$ cat config.mk
export PLATFORM = sky130hd
export DESIGN_NAME = port_monitor_hub
export DESIGN_NICKNAME = d
export VERILOG_FILES = /design/src/rtl/port_monitor_hub_pkg.sv /design/src/rtl/port_monitor_hub_ce_tick_gen.sv /design/src/rtl/port_monitor_hub.sv
export SDC_FILE = /design/constraint.sdc
export NUM_CORES = 1
export LEC_CHECK = 0
export ABC_AREA = 1
export BUFFER_PORTS_ARGS = -buffer_cell sky130_fd_sc_hd__buf_2
export CORE_MARGIN = 1.5
export CORE_UTILIZATION = 35
export DETAILED_ROUTE_END_ITERATION = 10
export REMOVE_ABC_BUFFERS = 1
export SLEW_MARGIN = 20
export SYNTH_ARGS = -nofsm -noshare
export SYNTH_HDL_FRONTEND = slang
export SYNTH_SLANG_ARGS = --single-unit
$ cat constraint.sdc
create_clock -name mclk -period 1.9 [get_ports mclk]
set_input_delay 0.19 -clock mclk [delete_from_list [all_inputs] [get_ports mclk]]
set_output_delay 0.19 -clock mclk [all_outputs]
set_load 0.005 [all_outputs]
$ cat src/rtl/port_monitor_hub_pkg.sv
// Shared constants and helpers for the port monitor hub: data/address width,
// rate control width, and configuration-check helpers.
package port_monitor_hub_pkg;

    localparam int WORD_SIZE = 16;
    localparam int RATE_BITS = 3;

    // True when n is a non-zero power of two.
    function automatic bit is_pow2(input int n);
        return (n > 0) && ((n & (n - 1)) == 0);
    endfunction

    // True when addr has all bits below log2(n) clear.
    function automatic bit is_aligned(input logic [WORD_SIZE-1:0] addr, input int n);
        return (addr & WORD_SIZE'(n - 1)) == {WORD_SIZE{1'b0}};
    endfunction

endpackage

$ cat src/rtl/port_monitor_hub_ce_tick_gen.sv
// Clock-enable generator: free-running tick accumulator or synchronised,
// edge-detected single-step button, producing a one-cycle cpu_ce pulse.
module ce_tick_gen
    import port_monitor_hub_pkg::*;
#(
    parameter int SLOWDOWN = 20
) (
    input  logic                 mclk,
    input  logic                 rst_n,
    input  logic [RATE_BITS-1:0] rate,
    input  logic                 run,
    input  logic                 step_btn,
    output logic                 cpu_ce
);

    localparam int ACC_W = SLOWDOWN + 1;

    logic [ACC_W-1:0] acc_q, acc_d;
    logic             sync1_q, sync1_d;
    logic             sync2_q, sync2_d;
    logic             btn_prev_q, btn_prev_d;
    logic             cpu_ce_q, cpu_ce_d;

    logic [ACC_W:0]   inc_s;
    logic [ACC_W:0]   sum_s;
    logic             tick_s;
    logic             step_edge_s;

    // Next-state logic: accumulator carry, button synchroniser and cpu_ce source select.
    always_comb begin
        inc_s       = {{ACC_W{1'b0}}, 1'b1} << {rate, 1'b0};
        sum_s       = {1'b0, acc_q} + inc_s;
        acc_d       = sum_s[ACC_W-1:0];
        tick_s      = sum_s[ACC_W];
        sync1_d     = step_btn;
        sync2_d     = sync1_q;
        btn_prev_d  = sync2_q;
        step_edge_s = sync2_q & ~btn_prev_q;
        // The synchroniser keeps running in both modes so switching to step
        // mode with the button already held does not fire a spurious pulse.
        if (run) begin
            cpu_ce_d = tick_s;
        end else begin
            cpu_ce_d = step_edge_s;
        end
    end

    // State registers for the accumulator, synchroniser chain and cpu_ce pulse.
    always_ff @(posedge mclk or negedge rst_n) begin
        if (!rst_n) begin
            acc_q      <= {ACC_W{1'b0}};
            sync1_q    <= 1'b0;
            sync2_q    <= 1'b0;
            btn_prev_q <= 1'b0;
            cpu_ce_q   <= 1'b0;
        end else begin
            acc_q      <= acc_d;
            sync1_q    <= sync1_d;
            sync2_q    <= sync2_d;
            btn_prev_q <= btn_prev_d;
            cpu_ce_q   <= cpu_ce_d;
        end
    end

    assign cpu_ce = cpu_ce_q;

endmodule

$ cat src/rtl/port_monitor_hub.sv
// Board-side CPU I/O block: port write latches with dirty flags, registered
// port reads, and a selectable/freezable channel for the seven-segment driver.
module port_monitor_hub
    import port_monitor_hub_pkg::*;
#(
    parameter int                   NUM_CHANNELS = 4,
    parameter logic [WORD_SIZE-1:0] BASE_ADDR    = {WORD_SIZE{1'b0}},
    parameter int                   SLOWDOWN     = 20,
    parameter int                   CH_BITS      = $clog2(NUM_CHANNELS)
) (
    input  logic                 mclk,
    input  logic                 rst_n,
    input  logic [RATE_BITS-1:0] rate,
    input  logic                 run,
    input  logic                 step_btn,
    output logic                 cpu_ce,
    input  logic [WORD_SIZE-1:0] portaddr,
    input  logic [WORD_SIZE-1:0] portval,
    input  logic                 portset,
    input  logic                 portget,
    output logic [WORD_SIZE-1:0] portrdata,
    input  logic [CH_BITS-1:0]   show_sel,
    input  logic                 hold,
    output logic [WORD_SIZE-1:0] show_val,
    output logic                 show_dirty
);

    generate
        if (!is_pow2(NUM_CHANNELS) || (NUM_CHANNELS < 2)) begin : g_bad_num_channels
            $error("port_monitor_hub: NUM_CHANNELS must be a power of two >= 2");
        end
        if (CH_BITS != $clog2(NUM_CHANNELS)) begin : g_bad_ch_bits
            $error("port_monitor_hub: CH_BITS must equal clog2(NUM_CHANNELS)");
        end
        if (!is_aligned(BASE_ADDR, NUM_CHANNELS)) begin : g_bad_base
            $error("port_monitor_hub: BASE_ADDR must be aligned to NUM_CHANNELS");
        end
    endgenerate

    logic [NUM_CHANNELS-1:0][WORD_SIZE-1:0] chan_q, chan_d;
    logic [NUM_CHANNELS-1:0]                dirty_q, dirty_d;
    logic [WORD_SIZE-1:0]                   portrdata_q, portrdata_d;
    logic [WORD_SIZE-1:0]                   show_val_q, show_val_d;
    logic                                   show_dirty_q, show_dirty_d;

    logic                                   cpu_ce_s;
    logic                                   hit_s;
    logic [CH_BITS-1:0]                     idx_s;
    logic                                   wr_s;
    logic                                   rd_s;

    ce_tick_gen #(
        .SLOWDOWN (SLOWDOWN)
    ) u_ce_tick_gen (
        .mclk     (mclk),
        .rst_n    (rst_n),
        .rate     (rate),
        .run      (run),
        .step_btn (step_btn),
        .cpu_ce   (cpu_ce_s)
    );

    // Port decode: upper address bits select the block, low bits the channel.
    always_comb begin
        hit_s = (portaddr[WORD_SIZE-1:CH_BITS] == BASE_ADDR[WORD_SIZE-1:CH_BITS]);
        idx_s = portaddr[CH_BITS-1:0];
        wr_s  = cpu_ce_s & portset & hit_s;
        rd_s  = cpu_ce_s & portget;
    end

    // Channel latches and read path; reads sample the pre-write latch contents.
    always_comb begin
        chan_d = chan_q;
        if (wr_s) begin
            chan_d[idx_s] = portval;
        end else begin
            chan_d = chan_q;
        end

        portrdata_d = portrdata_q;
        if (rd_s) begin
            if (hit_s) begin
                portrdata_d = chan_q[idx_s];
            end else begin
                portrdata_d = {WORD_SIZE{1'b0}};
            end
        end else begin
            portrdata_d = portrdata_q;
        end
    end

    // Display mux and dirty flags; a write in the same cycle outranks the display clear.
    always_comb begin
        dirty_d      = dirty_q;
        show_val_d   = show_val_q;
        show_dirty_d = show_dirty_q;
        if (!hold) begin
            show_val_d        = chan_q[show_sel];
            show_dirty_d      = dirty_q[show_sel];
            dirty_d[show_sel] = 1'b0;
        end else begin
            show_val_d   = show_val_q;
            show_dirty_d = show_dirty_q;
        end
        if (wr_s) begin
            dirty_d[idx_s] = 1'b1;
        end else begin
            dirty_d[idx_s] = dirty_d[idx_s];
        end
    end

    // Channel, dirty, read-data and display registers.
    always_ff @(posedge mclk or negedge rst_n) begin
        if (!rst_n) begin
            chan_q       <= '0;
            dirty_q      <= {NUM_CHANNELS{1'b0}};
            portrdata_q  <= {WORD_SIZE{1'b0}};
            show_val_q   <= {WORD_SIZE{1'b0}};
            show_dirty_q <= 1'b0;
        end else begin
            chan_q       <= chan_d;
            dirty_q      <= dirty_d;
            portrdata_q  <= portrdata_d;
            show_val_q   <= show_val_d;
            show_dirty_q <= show_dirty_d;
        end
    end

    assign cpu_ce     = cpu_ce_s;
    assign portrdata  = portrdata_q;
    assign show_val   = show_val_q;
    assign show_dirty = show_dirty_q;

endmodule

* Word level (Yosys, flattened, before mapping)
Cells that the tools add are included.
** Word-level totals
- Flip-flop bits (word level) :: 126
- Output and inout port bits :: 34
- Input bits :: 44
** Operators by class
- Add/subtract/negate cells :: 1
- Reductions and logical operators :: 3
- Bitwise operators :: 8
- Magnitude comparators :: 4
- Shift operators :: 1
- Muxes and demuxes :: 20
** Operators with widths (number)
- $bmux W16 S2 :: 2
- $bwmux W64 :: 1
- $mux W16 :: 4
- $demux W16 S2 :: 1
- $add A21 B22 Y22 :: 1
- $shl A1 B4 Y22 const A :: 1
- $logic_not A14 Y1 :: 1
- $mux W4 :: 2
- $lt A2 B3 Y1 const B :: 2
- $mux W1 :: 5
- $and A1 B1 Y1 :: 4
- $and A4 B4 Y4 :: 1
- $bmux W1 S2 :: 2
- $bwmux W4 :: 1
- $demux W1 S2 :: 2
- $ge A2 B1 Y1 const B :: 2
- $not A4 Y4 :: 1
- $or A4 B4 Y4 :: 1
- $logic_and A1 B1 Y1 :: 2
- $not A1 Y1 :: 1

* Depth between registers and ports, before layout
- Depth in word-level cells :: 11
- Gate-level depth with buffers :: 11
- Gate-level depth less buffers :: 11

* Cells and area by module
From an unflattened synthesis, not the netlist that was laid out.
** Unflattened totals
- Cells, all modules :: 867
- Area total of the unflattened synthesis :: 6558.8 sq um
** Modules (own cells, without submodules)
- port_monitor_hub :: cells an instance 655, sequential area each 2527.4 sq um, instances 1, area an instance 4978.5 sq um
- ce_tick_gen :: cells an instance 212, sequential area each 625.6 sq um, instances 1, area an instance 1580.3 sq um

* Worst setup path before layout
No wires, ideal clock.
- Path kind :: register -> register
- Start :: reg u_ce_tick_gen.acc_q[0]
- End :: reg u_ce_tick_gen.acc_q[14]
- Cell stages (with the launch flop) :: 10
- Path slack :: 0.400 ns
- Setup time :: 0.117 ns
- Buffers on the path :: 0
- Arrival time :: 1.383 ns
- Path through :: dfrtp_1 ha_1 ha_1 nand3_1 nor2_1 or2_2 nand2_1 nand2_1 nand2_1 nand2_1
** On the way
- Cells in the longest elaborated chain, start to end :: 1
** RTL lines
- start: declaration :: line port_monitor_hub_ce_tick_gen.sv:18 : logic [ACC_W-1:0] acc_q, acc_d;
- start signal: assignment :: line port_monitor_hub_ce_tick_gen.sv:51 : acc_q <= {ACC_W{1'b0}};
- $add A21 B22 Y22 :: line port_monitor_hub_ce_tick_gen.sv:32 : sum_s = {1'b0, acc_q} + inc_s;
- via u_ce_tick_gen.sum_s[14] :: line port_monitor_hub_ce_tick_gen.sv:25 : logic [ACC_W:0] sum_s;
The timed path passes the listed nets, and every way through them passes these cells.
A chain may end at the register's enable or synchronous reset.

* Worst setup path after layout
Same ends and word-level chain as after synthesis.

==> impl_metrics.csv <==
group,metric,value,unit
detailed_routing,vias,5813,
global_route,grt_max_degree,65,
timing,clock.fmax,608.9,MHz
timing,slew_viol_final,0,
cts,postCtsSetupBuffers,0,
timing,setup_viol,0,
detailed_routing,antenna_left,0,
global_route,antenna_found_initial,0,
die,die_w,138.5,um
detailed_routing,drc,0,
global_route,grt-ovfl-total,0,
die,core_area,17960,um^2
power,p_clk_share,46.1,%
timing,tightest_slew,610.5,ps
synthesis,postSynthAreaPerCell,7.644,um^2
power,netSwitchingFraction,28.21,%
setup_path,cp_top_family,"simple AND/OR/NAND/NOR gates",
min_path,hold_path_end,"u_ce_tick_gen.cpu_ce",
setup_path,reg2reg_to,"u_ce_tick_gen.acc_q[14]",
synthesis,ys_ff_latch,126,
setup_path,endpoint_kind,"flip-flop",
detailed_routing,avgRoutedWirePerCell,15.35,um
timing,fin_ws,257.6,ps
synthesis,yosysTopAreaCell,"dfrtp_1",
setup_path,crit_arrival,1960,ps
synthesis,yosysSeqAreaShare,49.10,%
timing,hold_viol_final,0,
setup_path,rr_worst_depth,9,
cells_and_area,final_cell_mix,"nand2_1 (266), dfrtp_1 (126), nand3_1 (90)",
synthesis,syn_inst,840,
setup_path,path_cells,"ha_1 -> ha_1 -> nand3_1 -> nor2_1 -> or2_2 -> nand2_1 -> nand2_1 -> nand2_1 -> nand2_1",
placed_design,pre_cts_slack,74.90,ps
cells_and_area,final.fill_count,1837,
cts,cts.sink_count,126,
cts,clk_latency,420,ps
setup_path,critical_path_class,"reg -> reg",
setup_path,slowest_delay,380,ps
cts,cts_buffers,17,
setup_path,r2r_setup_slack,260,ps
timing,slew_headroom,59.24,%
synthesis,synth_warnings,0,
cts,clk_path_buf_depth,2,
run_status,status,"completed",
setup_path,worstPathRequired,2220,ps
placed_design,place_area,7189,um^2
die,die-area,19170,um^2
min_path,worstHoldStart,"run",
setup_path,cpMaxStageDelayCell,"dfrtp_1",
power,p_total,7.744,mW
min_path,hold_class,"in -> reg",
timing,period_share,86.44,%
setup_path,path_depth,9,
setup_path,rr_startpoint,"u_ce_tick_gen.acc_q[0]",
cells_and_area,layout.nets,985,
cts,cts_root_buf,"clkbuf_16",
setup_path,critPathBufInv,0,
cts,ctsResizeCount,0,
placed_design,dp_hpwl,12250,um
synthesis,syn_area,6421,um^2
setup_path,critPathMaxFanout,2,
power,p_leak,3.955,nW
power,combPwrFrac,13.3,%
timing,period_needed,1642,ps
cells_and_area,drive_gt1_share,15.24,%
global_route,grt_pass1_vias,5550,
die,fp-row-count,49,
cts,h-tree-depth,4,
cts,cts_tree,"built",
run,cap_violations,0,
synthesis,synthDistinctLibCells,32,
power,p_int,5.559,mW
cts,clk_pin_slew,60,ps
detailed_routing,firstDrtPassIters,6,
detailed_routing,wirelength,18020,um
cells_and_area,antenna_cells,0,
die,die_h,138.5,um
timing,rsz0062_at_grt,"false",
power,p_seq_share,40.5,%
power,switchingPower,2.185,mW
power,pwr_density_cell,986.2,nW/um^2
timing,final.setup_skew,7.624,ps
cts,holdBufCountCts,2,
cells_and_area,fin_area,7853,um^2
cells_and_area,final_common_cell,"nand2_1",
placed_design,port-buffer-count,77,
timing,setup-tns-final,0,ps
cells_and_area,syn_to_final_growth,22.29,%
global_route,grt_pass1_wl,29380,um
timing,whs,38.69,ps
die,num_io_pins,78,
die,initial_core_util,35.75,%
global_route,grtUsageTotal,19.58,%
setup_path,cpMostUsedCell,"nand2_1",
placed_design,place_congestion,0.8578,
power,vdd_drop_max,616.5,uV
min_path,min_path_cells,4,
detailed_routing,drtIter0Drc,437,
synthesis,yosys-top-cells-area,"dfrtp_1 (49%), nand2_1 (16%), nand3_1 (7.0%)",
synthesis,synth_top_area_share,49.10,%
setup_path,cp-start-kind,"flip-flop",
detailed_routing,viasPerCell,4.951,
per-layer routing:
metal  vias to the layer above  track usage (%)  part of all wire [%]
li1                       2938                -                     -
met1                      2711            25.34                    46
met2                       139            32.26                    48
met3                        25            4.399                   4.8
met4                         0            6.981                   2.1
met5                         -                0                     0
cell type report:
type	instances	area (um^2)	area share (%)
clock buffer	18	439.2	5.593
clock inverter	14	203.9	2.597
inverter	73	274.0	3.489
multi-input combinational	606	2808	35.76
sequential	126	3153	40.15
tap	229	286.5	3.649
timing repair buffer	108	688.2	8.764
cells by family after synthesis:
logic type	after synthesis	synth area share [%]
AO/OA/AOI/OAI	143	11.73
XOR/XNOR	12	1.637
adder cells (fa/ha/maj)	9	1.754
buffers and inverters	108	7.171
flip-flops	126	49.10
AND/OR/NAND/NOR	442	28.61
power groups by stage:
stage	logic, mW	registers (mW)	clock network [mW]
2_1_floorplan	0.627	3.13	0
3_3_place_gp	1.03	3.19	0
3_5_place_dp	1.04	3.18	0
4_1_cts	1.04	3.14	3.62
5_1_grt	1.17	3.17	3.76
6_report	1.03	3.14	3.57
flip-flops by register name, summed over array words and instances (netlist names):
register and count:
chan_q 64, u_ce_tick_gen.btn_prev_q 1, u_ce_tick_gen.sync1_q 1, u_ce_tick_gen.btn_prev_d 1
portrdata 16, dirty_q 4, u_ce_tick_gen.cpu_ce 1, u_ce_tick_gen.acc_q 21
show_dirty 1, show_val 16
synth_stat cells, drive strengths merged:
cell / n
inv: 69
or2: 1
nor2: 64
nor3b: 1
xor2: 10
xnor2: 2
nor4: 1
o211ai: 1
o22ai: 3
nand3b: 1
clkbuf: 23
nand3: 90
ha: 9
and2: 1
o31ai: 3
nor3: 10
a21oi: 36
buf: 12
dfrtp: 126
clkinv: 4
o21ai: 82
nand2: 266
nand4: 7
o21a: 1
a31oi: 17
stage by stage:
| step | util, % | cells |
|---|---|---|
| final | 43.71 | 1174 |
| after global routing | 43.71 | 1174 |
| after CTS | 43.71 | 1174 |
| after detailed placement | 40.02 | 1140 |
| after global placement | 40.02 | 1140 |
| after floorplan | - | 805 |
tightest hold or removal path: stages:
cell and delay, ps:
buf_2 80, inv_1 40, nand3b_1 70, nand2_1 50
worst max path at each step:
stage / slack, ps / start / endpoint
floorplan: 290 / portaddr[1] / chan_q[0]
global placement: 110 / rate[1] / u_ce_tick_gen.acc_q[14]
detailed placement: 70 / rate[2] / u_ce_tick_gen.acc_q[16]
CTS: 260 / u_ce_tick_gen.acc_q[0] / u_ce_tick_gen.acc_q[14]
global route: 120 / u_ce_tick_gen.acc_q[8] / u_ce_tick_gen.cpu_ce
finish: 260 / u_ce_tick_gen.acc_q[0] / u_ce_tick_gen.acc_q[14]
(Power assumes the default switching activity.)
